### src/rtl/wb_rr_arbiter.sv
// Round-robin Wishbone classic arbiter: N_MASTER requesters share one slave, ownership held per CYC.
// Optional slave watchdog with ABORT state enabled by defining WB_ARB_TIMEOUT_EN.
module wb_rr_arbiter #(
  parameter int unsigned N_MASTER       = 3,
  parameter int unsigned TIMEOUT_CYCLES = 256
) (
  input  logic                   clk_i,
  input  logic                   rst_i,
  input  logic [N_MASTER-1:0]    m_cyc_i,
  input  logic [N_MASTER-1:0]    m_stb_i,
  input  logic [N_MASTER-1:0]    m_we_i,
  input  logic [32*N_MASTER-1:0] m_adr_i,
  input  logic [32*N_MASTER-1:0] m_dat_i,
  input  logic [4*N_MASTER-1:0]  m_sel_i,
  output logic [31:0]            m_dat_o,
  output logic [N_MASTER-1:0]    m_ack_o,
  output logic [N_MASTER-1:0]    m_err_o,
  output logic                   s_cyc_o,
  output logic                   s_stb_o,
  output logic                   s_we_o,
  output logic [31:0]            s_adr_o,
  output logic [31:0]            s_dat_o,
  output logic [3:0]             s_sel_o,
  input  logic [31:0]            s_dat_i,
  input  logic                   s_ack_i,
  input  logic                   s_err_i,
  output logic [N_MASTER-1:0]    gnt_o
);

  localparam int unsigned AW    = 32;
  localparam int unsigned DW    = 32;
  localparam int unsigned SW    = 4;
  localparam int unsigned PTR_W = $clog2(N_MASTER);

  if (N_MASTER < 2 || N_MASTER > 8 || TIMEOUT_CYCLES < 1) begin : g_bad_param
    $error("wb_rr_arbiter: unsupported N_MASTER or TIMEOUT_CYCLES");
  end

`ifdef WB_ARB_TIMEOUT_EN
  typedef enum logic [1:0] {ST_IDLE = 2'd0, ST_OWN = 2'd1, ST_ABORT = 2'd2} state_t;
  localparam int unsigned CNT_W = $clog2(TIMEOUT_CYCLES + 1);
  logic [CNT_W-1:0] r_cnt, w_cnt_nxt;
  logic             w_stall;
`else
  typedef enum logic [1:0] {ST_IDLE = 2'd0, ST_OWN = 2'd1} state_t;
`endif

  state_t               r_state, w_state_nxt;
  logic [PTR_W-1:0]     r_ptr, w_ptr_nxt;
  logic [PTR_W-1:0]     r_idx, w_idx_nxt;
  logic [N_MASTER-1:0]  r_gnt, w_gnt_nxt;
  logic [PTR_W-1:0]     w_pick;
  logic                 w_found;
  logic [PTR_W-1:0]     w_idx_inc;
  logic                 w_own_cyc;
  logic [AW-1:0]        w_adr [N_MASTER];
  logic [DW-1:0]        w_dat [N_MASTER];
  logic [SW-1:0]        w_sel [N_MASTER];

  // Unpack flattened master buses so the owner can be selected by index
  always_comb begin
    for (int i = 0; i < N_MASTER; i++) begin
      w_adr[i] = m_adr_i[i*AW +: AW];
      w_dat[i] = m_dat_i[i*DW +: DW];
      w_sel[i] = m_sel_i[i*SW +: SW];
    end
  end

  // First requester at or after r_ptr, wrapping explicitly at N_MASTER
  always_comb begin
    logic [PTR_W:0] w_j;
    w_pick  = '0;
    w_found = 1'b0;
    w_j     = '0;
    for (int k = 0; k < N_MASTER; k++) begin
      w_j = {1'b0, r_ptr} + (PTR_W+1)'(k);
      if (w_j >= (PTR_W+1)'(N_MASTER)) w_j = w_j - (PTR_W+1)'(N_MASTER);
      if (!w_found && m_cyc_i[w_j[PTR_W-1:0]]) begin
        w_found = 1'b1;
        w_pick  = w_j[PTR_W-1:0];
      end
    end
  end

  assign w_idx_inc = (r_idx == PTR_W'(N_MASTER - 1)) ? '0 : r_idx + PTR_W'(1);
  assign w_own_cyc = m_cyc_i[r_idx];
  assign m_dat_o   = s_dat_i;
  assign gnt_o     = r_gnt;

  // Next-state, pointer update and owner mux onto the slave
  always_comb begin
    w_state_nxt = r_state;
    w_ptr_nxt   = r_ptr;
    w_idx_nxt   = r_idx;
    w_gnt_nxt   = r_gnt;
    s_cyc_o     = 1'b0;
    s_stb_o     = 1'b0;
    s_we_o      = 1'b0;
    s_adr_o     = '0;
    s_dat_o     = '0;
    s_sel_o     = '0;
    m_ack_o     = '0;
    m_err_o     = '0;
`ifdef WB_ARB_TIMEOUT_EN
    w_cnt_nxt   = '0;
    w_stall     = 1'b0;
`endif
    case (r_state)
      ST_IDLE: begin
        if (w_found) begin
          w_state_nxt = ST_OWN;
          w_idx_nxt   = w_pick;
          w_gnt_nxt   = N_MASTER'(1) << w_pick;
        end
      end
      ST_OWN: begin
        s_cyc_o = w_own_cyc;
        s_stb_o = m_stb_i[r_idx] & w_own_cyc;
        s_we_o  = m_we_i[r_idx];
        s_adr_o = w_adr[r_idx];
        s_dat_o = w_dat[r_idx];
        s_sel_o = w_sel[r_idx];
        // A slave response coinciding with reset is dropped
        if (!rst_i) begin
          m_ack_o[r_idx] = s_ack_i;
          m_err_o[r_idx] = s_err_i;
        end
        if (!w_own_cyc) begin
          w_state_nxt = ST_IDLE;
          w_ptr_nxt   = w_idx_inc;
          w_gnt_nxt   = '0;
        end
`ifdef WB_ARB_TIMEOUT_EN
        else begin
          w_stall = s_stb_o & ~s_ack_i & ~s_err_i;
          if (w_stall) begin
            if (r_cnt == CNT_W'(TIMEOUT_CYCLES - 1)) begin
              m_err_o[r_idx] = ~rst_i;
              w_state_nxt    = ST_ABORT;
            end else begin
              w_cnt_nxt = r_cnt + CNT_W'(1);
            end
          end
        end
`endif
      end
`ifdef WB_ARB_TIMEOUT_EN
      ST_ABORT: begin
        if (!w_own_cyc) begin
          w_state_nxt = ST_IDLE;
          w_ptr_nxt   = w_idx_inc;
          w_gnt_nxt   = '0;
        end
      end
`endif
      default: begin
        w_state_nxt = ST_IDLE;
        w_gnt_nxt   = '0;
      end
    endcase
  end

  always_ff @(posedge clk_i) begin
    if (rst_i) begin
      r_state <= ST_IDLE;
      r_ptr   <= '0;
      r_idx   <= '0;
      r_gnt   <= '0;
`ifdef WB_ARB_TIMEOUT_EN
      r_cnt   <= '0;
`endif
    end else begin
      r_state <= w_state_nxt;
      r_ptr   <= w_ptr_nxt;
      r_idx   <= w_idx_nxt;
      r_gnt   <= w_gnt_nxt;
`ifdef WB_ARB_TIMEOUT_EN
      r_cnt   <= w_cnt_nxt;
`endif
    end
  end

endmodule

### config.mk
export PLATFORM = sky130hd
export DESIGN_NAME = wb_rr_arbiter
export DESIGN_NICKNAME = d
export VERILOG_FILES = /design/src/rtl/wb_rr_arbiter.sv
export SDC_FILE = /design/constraint.sdc
export NUM_CORES = 1
export LEC_CHECK = 0
export BUFFER_PORTS_ARGS = -buffer_cell sky130_fd_sc_hd__buf_2
export CORE_AREA = 2 2 140 142
export CTS_BUF_LIST = sky130_fd_sc_hd__clkbuf_4 sky130_fd_sc_hd__clkbuf_8
export CTS_CLUSTER_SIZE = 20
export DETAILED_ROUTE_END_ITERATION = 6
export DIE_AREA = 0 0 142 144
export SLEW_MARGIN = 20
export SYNTH_ARGS = -nofsm -noshare
export SYNTH_HDL_FRONTEND = slang
export SYNTH_SLANG_ARGS = --single-unit
### constraint.sdc
create_clock -name clk_i -period 1.9 [get_ports clk_i]
set_clock_uncertainty 0.2 [all_clocks]
set_input_delay 0.095 -clock clk_i [delete_from_list [all_inputs] [get_ports clk_i]]
set_output_delay 0.095 -clock clk_i [all_outputs]
set_load 0.05 [all_outputs]
==> results.toml <==
[status]
status = "finished with violations"
violations = "negative setup slack"

[pwr]
finalPower_mw = 6.300
p_sw_frac = 0.5598
p_sw_mw = 3.527
p_leak_nw = 2.819
combPwrFrac = 0.923
clkPwrFrac = 0.033
seqPwrFrac = 0.044
p_int_mw = 2.773
vdd_drop_max_mv = 0.4225
cellPowerDensity_nw_per_um2 = 972.0

[timing]
fin_ws_ns = -0.1426
worst_hold_slack_ns = 0.2194
period_share = 1.075
max_slew_margin = 0.6276
hold_viol_final = 0
drv_slew = 0
finalSetupViolCount = 38
timing.fmax_mhz = 489.6
max_slew.worst_pin.slew_ns = 0.5568
rsz0062_at_grt = "true"
fin_crit_ns = 2.043
tns_ns = -1.424

[placement]
placedCellCount = 920
preCtsSetupSlack_ns = -0.1626
port_buffers = 296
dp_hpwl_um = 9956
gp_congestion = 0.8106

[setup_path]
crit_buf_inv = 3
max_stage_delay_ns = 0.38
required_ns = 1.84
path_max_fanout = 6
critPathSlowestCell = "dfxtp_4"
path_cells = "inv_4 -> ha_4 -> buf_6 -> a211oi_4 -> o41ai_4 -> o41ai_2 -> buf_4 -> o31ai_1"
startpoint_type = "flop"
end_kind = "flop"
worstSetupPathType = "flop to flop"
critPathTopFamily = "compound AO/OA/AOI/OAI gates"
cp.arrival_ns = 1.98

[final_layout]
drive_gt1_frac = 0.6973
area_growth_pct = 143.2
finalNetCount = 1005
final_cell_mix = "225 x buf_2, 78 x buf_6, 74 x nor2_1"
layout_commonest_cell = "buf_2"
instances_no_fill = 988
num_antenna_cells = 0
n_fill_cell = 1943

[global_route]
overflow = 0
antenna_found_initial = 0
grt_pass1_wl_um = 21480
grt_pass1_vias = 4152
grtUsageTotal = 0.1329
grt_max_degree = 42

[synth]
syn_area_um2 = 2665
yosys.area.top_type_share = 0.2854
syn-num-nets = 678
yosysUniqueCellTypes = 37
synth_top_area_cell = "mux2i_1"
synthTopCellsByArea = "mux2i_1 29%, nor2_1 21%, a21oi_1 14%"
syn_area_per_cell_um2 = 6.271
synth.yosys.seq_area_share = 0.06009
ys_seq_elements = 8
syn_inst = 425
yosysWarnings = 0

[detailed_routing]
first_iter_violations = 85
finalWirelength_um = 16110
wire_per_inst_um = 16.30
firstDrtPassIters = 4
via_per_inst = 4.360
remaining_drc_errors = 0
antenna_left = 0
vias = 4308

[die]
start_util = 0.1397
die_w_um = 142
pin_count = 361
dieArea_um2 = 20450
core_um2 = 19080
die_y_um = 144
rows = 51

[clock_network]
cts-root-buf = "clkbuf_8"
clk_latency_ns = 0.23
numCtsBuffers = 3
cts.clk_slew.worst_paths_ns = 0.04
cts_tree = "yes"
clock-sinks = 8
clk_path_buf_depth = 2
ctsHtreeMaxLevel = 1

[run]
maxCapViolCount = 0

[worst_hold_path]
hold_class = "primary input to flop"
## cell usage after synthesis, drive strengths merged
cell and number:
a2111o 1, a211oi 2, a21oi 73, a22o 1
a2bb2oi 1, a31o 1, and2 3, and2b 1
and3 1, buf 46, clkbuf 20, dfxtp 8
ha 4, inv 5, mux2 1, mux2i 76
nand2 7, nand2b 4, nand3 2, nand3b 3
nand4b 1, nor2 150, nor2b 2, nor3b 1
o21a 1, o21ai 1, o22ai 1, o2bb2ai 3
o31ai 2, o41ai 3
## timing repair
action                                 in CTS  in global routing
endpoints found under the hold margin      33                  0
resized for setup                         199                 86
hold buffers                               33                  0
buffers inserted                           21                  6
pin swaps                                  33                 38
cloned                                      9                  2
setup endpoints to repair                  69                 79
## worst paths after layout
| path | slack (ns) | cells past startpoint | to | from |
|---|---|---|---|---|
| hold reg to reg | 0.30 | 2 | gnt_o[1]$_SDFFE_PP0P_ | gnt_o[1]$_SDFFE_PP0P_ |
| hold / removal | 0.22 | 4 | r_state[0]$_SDFFE_PP0P_ | m_cyc_i[1] |
| setup reg to reg | -0.14 | 8 | gnt_o[2]$_SDFFE_PP0P_ | r_ptr[0]$_SDFFE_PP0P_ |
| setup / recovery | -0.14 | 8 | gnt_o[2]$_SDFFE_PP0P_ | r_ptr[0]$_SDFFE_PP0P_ |
## logic make-up after synthesis
| family | count (synthesis) | synth area share |
|---|---|---|
| and+or+nand+nor | 175 | 0.2667 |
| AOI/OAI and AO/OA | 90 | 0.2075 |
| muxes | 77 | 0.2897 |
| buffers and inverters | 71 | 0.1573 |
| DFF | 8 | 0.06009 |
| adders and majority gates | 4 | 0.01878 |
## power groups by stage
stage	logic, mW	registers [mW]	clock network [mW]
floorplan	3.03	0.302	0
global placement	3.99	0.278	0
finish	5.81	0.278	0.208
global route	6.12	0.283	0.223
CTS	5.46	0.277	0.211
detailed placement	4.01	0.280	0
## per-stage QoR
| step | utilization | instance area [µm²] |
|---|---|---|
| 2_1_floorplan | - | 2887 |
| 3_3_place_gp | 0.2417 | 4612 |
| 3_5_place_dp | 0.2417 | 4612 |
| 4_1_cts | 0.3216 | 6136 |
| 5_1_grt | 0.3397 | 6481 |
| 6_report | 0.3397 | 6481 |
## state kept, by name (all words and copies together) (netlist names)
name	cells
r_state	1
r_ptr	2
r_idx	2
gnt_o	3
## worst min-delay path, cell delays in order
cell and delay (ns):
buf_2 0.17, o2bb2ai_4 0.16, nand2_2 0.11, a21oi_1 0.07
## per-layer routing
layer | wire length [µm] | track usage | up-vias
li1 | - | - | 2067
met2 | 8745 | 0.2614 | 215
met4 | 334 | 0.03000 | 0
met3 | 835 | 0.009934 | 16
met1 | 6192 | 0.1559 | 2010
met5 | 0 | 0 | -
## cell type report
type | count | area (µm²) | area share
clock buffer | 3 | 41.29 | 0.006371
timing repair buffer | 388 | 3166 | 0.4884
tap | 238 | 297.8 | 0.04595
sequential | 8 | 173.9 | 0.02683
inverter | 5 | 26.28 | 0.004054
multi-input combinational | 346 | 2776 | 0.4284
Power figures use the tool's default switching activity.
